[config.mk]
export PLATFORM = sky130hd
export DESIGN_NAME = branch_cond_eval
export DESIGN_NICKNAME = d
export VERILOG_FILES = /design/src/rtl/cmp_pkg.sv /design/src/rtl/cond_decode.sv /design/src/rtl/branch_cond_eval.sv
export SDC_FILE = /design/constraint.sdc
export NUM_CORES = 1
export LEC_CHECK = 0
export CORE_MARGIN = 2
export CORE_UTILIZATION = 46
export CTS_BUF_LIST = sky130_fd_sc_hd__clkbuf_16
export DETAILED_ROUTE_END_ITERATION = 8
export GPL_TIMING_DRIVEN = 0
export PLACE_DENSITY = 0.81
export SLEW_MARGIN = 30
export SYNTH_ARGS = -nofsm -noshare
export SYNTH_HDL_FRONTEND = slang
export SYNTH_HIERARCHICAL = 1
export SYNTH_SLANG_ARGS = --single-unit
[constraint.sdc]
create_clock -name clk -period 1.45 [get_ports clk]
set_input_delay 0.29 -clock clk [delete_from_list [all_inputs] [get_ports clk]]
set_output_delay 0.29 -clock clk [all_outputs]
set_load 0.005 [all_outputs]
[src/rtl/cmp_pkg.sv]
`default_nettype none
// ============================================================================
// Module   : cmp_pkg
// Purpose  : Shared types and constants for the branch-condition path.
//            cond_e enumerates the eight branch conditions; FLAG_* give the
//            bit positions inside the 3-bit comparison flag code.
// Revision : 1.0 - initial release
// ============================================================================
package cmp_pkg;

    typedef enum logic [2:0] {
        COND_EQ     = 3'd0,
        COND_NE     = 3'd1,
        COND_GT     = 3'd2,
        COND_LT     = 3'd3,
        COND_GE     = 3'd4,
        COND_LE     = 3'd5,
        COND_ALWAYS = 3'd6,
        COND_NEVER  = 3'd7
    } cond_e;

    localparam int FLAG_GT = 0;
    localparam int FLAG_LT = 1;
    localparam int FLAG_EQ = 2;

    // ALWAYS/NEVER resolve without looking at the comparison result.
    function automatic logic cond_needs_flags(input cond_e sel);
        return !((sel == COND_ALWAYS) || (sel == COND_NEVER));
    endfunction

endpackage
`default_nettype wire

[src/rtl/cond_decode.sv]
`default_nettype none
// ============================================================================
// Module   : cond_decode
// Purpose  : Combinational evaluation of one branch condition against a
//            3-bit comparison flag code.
// Ports    : flags [2:0] in  - bit0 a>b, bit1 a<b, bit2 a==b
//            sel   cond_e in - requested condition
//            taken        out - condition true
//            err          out - flag code was not one-hot (checked builds)
// Config   : CMP_FLAG_CHECK_EN - when defined, a non-one-hot flag code used
//            by a flag-dependent condition forces taken=0 and err=1.
//            Otherwise err is 0 and flags decode by priority eq > lt > gt.
// Revision : 1.0 - initial release
// ============================================================================
module cond_decode
    import cmp_pkg::*;
(
    input  logic [2:0] flags,
    input  cond_e      sel,
    output logic       taken,
    output logic       err
);

    logic w_eq;
    logic w_lt;
    logic w_gt;
    logic w_raw;

    // Priority decode keeps malformed codes deterministic: any code with eq
    // set reads as equal, and 3'b000 reads as neither greater nor less.
    always_comb begin
        w_eq  = flags[FLAG_EQ];
        w_lt  = !flags[FLAG_EQ] && flags[FLAG_LT];
        w_gt  = !flags[FLAG_EQ] && !flags[FLAG_LT] && flags[FLAG_GT];
        w_raw = 1'b0;
        case (sel)
            COND_EQ:     w_raw = w_eq;
            COND_NE:     w_raw = !w_eq;
            COND_GT:     w_raw = w_gt;
            COND_LT:     w_raw = w_lt;
            COND_GE:     w_raw = w_gt | w_eq;
            COND_LE:     w_raw = w_lt | w_eq;
            COND_ALWAYS: w_raw = 1'b1;
            COND_NEVER:  w_raw = 1'b0;
            default:     w_raw = 1'b0;
        endcase
    end

`ifdef CMP_FLAG_CHECK_EN
    logic w_onehot;

    always_comb begin
        w_onehot = (flags == 3'b001) || (flags == 3'b010) || (flags == 3'b100);
        err      = cond_needs_flags(sel) && !w_onehot;
        taken    = err ? 1'b0 : w_raw;
    end
`else
    always_comb begin
        err   = 1'b0;
        taken = w_raw;
    end
`endif

endmodule
`default_nettype wire

[src/rtl/branch_cond_eval.sv]
`default_nettype none
// ============================================================================
// Module   : branch_cond_eval
// Purpose  : Buffers one comparison flag code and one branch-condition
//            request (each via valid/ready), evaluates the condition and
//            returns a registered taken/not-taken result with its tag.
// Ports    : clk, rst_n (async, active-low)
//            flag_valid/flag_ready/flag_code[2:0]   - flag code input
//            cond_valid/cond_ready/cond_sel[2:0]/cond_tag[TAG_W-1:0]
//                                                     - condition request
//            res_valid/res_ready/res_taken/res_tag/res_err - result output
// Config   : CMP_FLAG_CHECK_EN - enables one-hot checking of flag codes
//            (see cond_decode); res_err is constant 0 when undefined.
// Revision : 1.0 - initial release
// ============================================================================
module branch_cond_eval
    import cmp_pkg::*;
#(
    parameter int TAG_W = 4
) (
    input  logic             clk,
    input  logic             rst_n,
    input  logic             flag_valid,
    output logic             flag_ready,
    input  logic [2:0]       flag_code,
    input  logic             cond_valid,
    output logic             cond_ready,
    input  logic [2:0]       cond_sel,
    input  logic [TAG_W-1:0] cond_tag,
    output logic             res_valid,
    input  logic             res_ready,
    output logic             res_taken,
    output logic [TAG_W-1:0] res_tag,
    output logic             res_err
);

    logic             r_flag_full;
    logic [2:0]       r_flag_q;
    logic             r_cond_full;
    cond_e            r_sel_q;
    logic [TAG_W-1:0] r_tag_q;
    logic             r_res_valid;
    logic             r_res_taken;
    logic [TAG_W-1:0] r_res_tag;
    logic             r_res_err;

    logic w_need_flags;
    logic w_fire;
    logic w_flag_take;
    logic w_cond_take;
    logic w_taken;
    logic w_err;

    // Readiness depends only on occupancy, so a buffer drained on an edge
    // cannot be refilled on that same edge.
    assign flag_ready  = !r_flag_full;
    assign cond_ready  = !r_cond_full;
    assign w_flag_take = flag_valid && !r_flag_full;
    assign w_cond_take = cond_valid && !r_cond_full;

    assign w_need_flags = cond_needs_flags(r_sel_q);
    assign w_fire       = r_cond_full && (r_flag_full || !w_need_flags)
                          && (!r_res_valid || res_ready);

    cond_decode u_decode (
        .flags (r_flag_q),
        .sel   (r_sel_q),
        .taken (w_taken),
        .err   (w_err)
    );

    // Flag buffer. ALWAYS/NEVER do not consume it, so the stored code stays
    // available for the next flag-dependent request.
    always_ff @(posedge clk or negedge rst_n) begin
        if (!rst_n) begin
            r_flag_full <= 1'b0;
            r_flag_q    <= 3'b000;
        end else if (w_fire && w_need_flags) begin
            r_flag_full <= 1'b0;
        end else if (w_flag_take) begin
            r_flag_full <= 1'b1;
            r_flag_q    <= flag_code;
        end
    end

    always_ff @(posedge clk or negedge rst_n) begin
        if (!rst_n) begin
            r_cond_full <= 1'b0;
            r_sel_q     <= COND_EQ;
            r_tag_q     <= '0;
        end else if (w_fire) begin
            r_cond_full <= 1'b0;
        end else if (w_cond_take) begin
            r_cond_full <= 1'b1;
            r_sel_q     <= cond_e'(cond_sel);
            r_tag_q     <= cond_tag;
        end
    end

    // Result register: reload on fire (covers back-to-back accept+fire),
    // drop valid when accepted with nothing new, otherwise hold.
    always_ff @(posedge clk or negedge rst_n) begin
        if (!rst_n) begin
            r_res_valid <= 1'b0;
            r_res_taken <= 1'b0;
            r_res_tag   <= '0;
            r_res_err   <= 1'b0;
        end else if (w_fire) begin
            r_res_valid <= 1'b1;
            r_res_taken <= w_taken;
            r_res_tag   <= r_tag_q;
            r_res_err   <= w_err;
        end else if (res_ready) begin
            r_res_valid <= 1'b0;
        end
    end

    assign res_valid = r_res_valid;
    assign res_taken = r_res_taken;
    assign res_tag   = r_res_tag;
    assign res_err   = r_res_err;

endmodule
`default_nettype wire
; Word-level counts from Yosys, hierarchy flattened
; Cells that the tools add are included.
[word_totals]
input_bits = 15
regBits = 18
out_inout_bits = 9
[classes]
n_bitwise = 4
eq_ne = 7
n_reduce_logical = 23
muxes = 7
[op_table]
columns = op, n
row1 = $eq 3x3->1 const B, 4
row2 = $logic_and 1x1->1, 8
row3 = $pmux 1 s8, 1
row4 = $eq 3x2->1 const B, 2
row5 = $logic_not 1->1, 6
row6 = $mux 1, 6
row7 = $reduce_bool 2->1, 3
row8 = $reduce_and 2->1, 2
row9 = $eq 3x1->1 const B, 1
row10 = $logic_not 3->1, 1
row11 = $logic_or 1x1->1, 3
row12 = $not 1->1, 2
row13 = $or 1x1->1, 2

; Logic depth before layout (Yosys ltp)
[depth]
word_depth = 8
ltp_mapped = 4

; By module
; The synthesis kept the hierarchy.
[modules_own_cells]
columns = mod, seq_area_each_um2, n_inst, area_each_um2, cells_each
row1 = branch_cond_eval, 475.5, 1, 782.0, 48
row2 = cond_decode, 0.0, 1, 86.3, 11

; Least setup slack after synthesis
; Ideal clock, no wire load.
[synth_timing]
path_kind = register to register
start = register r_sel_q[1]
end = register r_res_taken, in the netlist res_taken
arrival_time_ps = 1186
setup_time_ps = 125
path_stages_with_launch = 5
path_buffers = 0
required_time_ps = 1325
path_slack_ps = 139
path_cell_list = dfrtp_1 > mux2_1 > nor3_2 > o221ai_1 > mux2_2
[synth_lines]
columns = item, line
row1 = "start, declared", branch_cond_eval.sv:40  ; cond_e r_sel_q;
row2 = "start signal, assigned", branch_cond_eval.sv:95  ; r_sel_q <= cond_e'(cond_sel);
row3 = "$eq 3x3->1, or another cell as far along", cond_decode.sv:36  ; case (sel)
row4 = $pmux 1 s8 *, cond_decode.sv:36
row5 = net w_taken, branch_cond_eval.sv:51  ; logic w_taken;
row6 = "end signal, assigned", branch_cond_eval.sv:110  ; r_res_taken <= w_taken;
row7 = "end, declared", branch_cond_eval.sv:43  ; logic r_res_taken;
; Mark *: on every way through the listed nets, which the timed path passes. The rest lies on a longest branch.
; A chain may end at the register's enable or synchronous reset.

; Worst setup path in the final report
; Same ends and word-level chain as after synthesis.

==> run_results.csv <==
group,metric,value,unit
clock_network,clkSlewWorstSetupHoldPaths,0.05,ns
route,drt-pass1-iter-count,4,
route,vias,561,
synth,synth.area.top_cells,"sky130_fd_sc_hd__dfrtp_1, sky130_fd_sc_hd__mux2_4, sky130_fd_sc_hd__mux2_2",
pwr,worst_ir_drop_vdd,1194,uV
clock_network,max-clock-path-buffers,2,
sta,postLayoutSetupSlackWorst,0.03215,ns
synth,synth-adder-area-share,0,
die,die_w,47.45,um
route,post_route_drc,0,
route,detail_route.vias_per_cell,4.965,
synth,synth_compound_gate_area_share,0.05476,
pwr,p_int,1.955,mW
worst_setup_path,worst_ep_required_time,1.58,ns
sta,timing.final.hold_violations,0,
place,globalplace.congestion,0.6833,
worst_hold_path,worst_hold_path_type,"reg -> reg",
clock_network,cts_inserted_buffers,3,
pwr,power.share.switching,0.2826,
worst_setup_path,end_kind,"register",
pwr,static-leakage-power,0.5558,nW
synth,number_of_enable_type_register_cells_in_the_synthesized_netlist,0,
pwr,power.switching,0.7704,mW
clock_network,insertion_delay_to_the_later_sink_of_the_worst_skew_pair,0.25,ns
sta,final_max_slew_viol_count,0,
grt,globalRoute.totalOverflow,0,
worst_setup_path,cp-start-kind,"register",
synth,yosys_register_bits,19,
place,post_placement_worst_setup_slack,-0.1174,ns
grt,number_of_antenna_violations_at_the_first_check_in_global_routing,0,
synth,postSynth.topFlopCell,"sky130_fd_sc_hd__dfrtp_1",
route,initialDrtViolationCount,7,
sta,worst_slew_pin_slew,0.8176,ns
job,timing.max_cap.violations,0,
synth,simple_gate_share_of_the_synthesized_area,0.1124,
synth,syn_avg_cell_area,14.72,um^2
die,die_height,47.45,um
sta,fin_crit_sh,0.9778,
die,floorplan.die_area,2251,um^2
sta,skew,0.001384,ns
die,row_count,15,
pwr,power_per_cell_area,2216,nW/um^2
synth,post_synth_most_frequent_cells,"sky130_fd_sc_hd__dfrtp_1, sky130_fd_sc_hd__mux2_2, sky130_fd_sc_hd__mux2_4, sky130_fd_sc_hd__nand2_1, sky130_fd_sc_hd__inv_1",
final_layout,antenna_cells_inserted,0,
synth,synth_sequential_area_ratio,0.5476,
grt,globalRouteTotalUtil,0.1753,
route,wire_per_inst,14.27,um
synth,post-synth-top-area-cell,"sky130_fd_sc_hd__dfrtp_1",
die,num_io_pins,24,
synth,mappedNetlistNets,74,
sta,minimum_period_implied_by_the_final_worst_setup_slack,1.418,ns
synth,synth_top_area_share,0.5476,
worst_setup_path,critical_path_peak_fanout,6,
final_layout,final_core_util,0.7047,
pwr,combPwrFrac,0.419,
clock_network,cts_num_sinks,19,
synth,synth-async-reset-ratio,1.000,
die,initial_core_util,0.4975,
synth,xor_and_xnor_area_share_after_synthesis,0,
grt,grt_first_pass_wirelength,2573,um
synth,synth_top_family_by_area,"multiplexers",
pwr,power_frac_seq,0.378,
clock_network,tritoncts,"yes",
synth,netlist_area,868.3,um^2
final_layout,fillers,134,
synth,yosys-mux-area-fraction,0.2507,
place,numPortBuffers,23,
sta,max_freq,705.3,MHz
final_layout,share_of_post_route_cells_with_drive_strength_above_1,0.3750,
grt,grt_start_max_net_pins,20,
route,antenna_left,0,
synth,number_of_distinct_library_cells_after_synthesis,24,
final_layout,flow.area_growth_from_synthesis,41.64,%
synth,warnings_from_yosys,6,
final_layout,layout.cell_area.non_filler,1230,um^2
worst_setup_path,arrival,1.55,ns
run_status,run_status,"finished clean",
die,core_region_area,1745,um^2
worst_setup_path,worstSetupPathType,"reg -> reg",
clock_network,cts.root.buffer_cell,"sky130_fd_sc_hd__clkbuf_16",
place,post-dp-hpwl,1178,um
grt,first_global_vias,565,
clock_network,cts_htree_levels,1,
sta,max-slew-margin-rel,0.4533,
place,dpl-instance-area,1130,um^2
synth,yosys.cell_count.top_type,"sky130_fd_sc_hd__dfrtp_1",
pwr,clockPowerShare,0.203,
sta,rsz0062_at_grt,"yes",
sta,setup_viol_count_final,0,
route,detail_route.wirelength,1613,um
synth,synth_cells,59,
final_layout,layout.nets,104,
-- routing by layer --
layer / global-route usage / share of wire / up-vias
li1: - / - / 264
met1: 0.2291 / 0.42 / 278
met2: 0.2622 / 0.52 / 15
met3: 0.02642 / 0.040 / 4
met4: 0.1333 / 0.022 / 0
met5: 0 / 0 / -
-- flip-flops by register name (all words and copies together), names as in the netlist --
| register | flops |
|---|---|
| r_tag_q | 4 |
| res_tag | 4 |
| r_flag_q | 3 |
| r_sel_q | 3 |
| r_cond_full | 1 |
| r_flag_full | 1 |
| res_err | 1 |
| res_taken | 1 |
| res_valid | 1 |
-- path summary, 6_finish.rpt --
check	start	to	slack (ns)	depth (start not counted)
max	r_sel_q[1]	res_taken	0.03	4
min	res_err	res_err	0.50	1
max reg2reg	r_sel_q[1]	res_taken	0.03	4
min reg2reg	res_err	res_err	0.50	1
max in group asynchronous	rst_n	r_sel_q[1]	0.37	1
min in group asynchronous	rst_n	r_flag_q[2]	0.52	1
-- what timing repair did --
action,in CTS,in global routing
setup endpoints to repair,2,2
hold buffers,0,0
setup buffers,2,0
resized for setup,2,3
-- power by group through the flow --
stage          registers, mW  clock network, mW  logic (mW)
2_1_floorplan          0.995                  0       0.700
3_3_place_gp            1.02                  0        1.06
3_5_place_dp            1.04                  0        1.11
4_1_cts                 1.02              0.560        1.16
5_1_grt                 1.07              0.600        1.25
6_report                1.03              0.553        1.14
-- cells by family after synthesis --
family,count (synthesis)
other,1
DFF,19
and+or+nand+nor,12
muxes,17
buffers and inverters,4
AOI/OAI and AO/OA,6
-- worst max-delay path, cell delays in order, from the launching register on --
cell,delay [ns]
sky130_fd_sc_hd__dfrtp_2,0.44
sky130_fd_sc_hd__mux2_1,0.33
sky130_fd_sc_hd__nor3_2,0.13
sky130_fd_sc_hd__o221ai_1,0.13
sky130_fd_sc_hd__mux2_2,0.27
-- cell type report --
| class | instances | area [um^2] | area share |
|---|---|---|---|
| Sequential cell | 19 | 479.2 | 0.3896 |
| Multi-Input combinational cell | 36 | 366.6 | 0.2981 |
| Timing Repair Buffer | 25 | 246.5 | 0.2004 |
| Clock buffer | 3 | 75.07 | 0.06104 |
| Tap cell | 25 | 31.28 | 0.02543 |
| Buffer | 2 | 18.77 | 0.01526 |
| Inverter | 2 | 7.507 | 0.006104 |
| Clock inverter | 1 | 5.005 | 0.004069 |
-- stage by stage --
step / TNS [ns] / cells / total power [mW] / hold slack (ns)
5_1_grt: -0.03574 / 113 / 2.918 / 0.5242
3_5_place_dp: -1.379 / 107 / 2.149 / 0.4940
3_3_place_gp: -0.6394 / 107 / 2.086 / 0.4854
4_1_cts: 0 / 113 / 2.747 / 0.5084
6_report: 0 / 113 / 2.726 / 0.5037
2_1_floorplan: 0 / 59 / 1.696 / -0.005591
-- cell usage in the layout (no fill, tap or decap), types with 2 or more instances in the layout --
master and n:
sky130_fd_sc_hd__buf_4 3, sky130_fd_sc_hd__clkbuf_16 3, sky130_fd_sc_hd__mux2_4 7, sky130_fd_sc_hd__dfrtp_2 3, sky130_fd_sc_hd__mux2_2 9, sky130_fd_sc_hd__clkdlybuf4s50_1 21, sky130_fd_sc_hd__nand2_1 3, sky130_fd_sc_hd__inv_1 2
sky130_fd_sc_hd__dfrtp_1 16
Power figures use the tool's default switching activity.
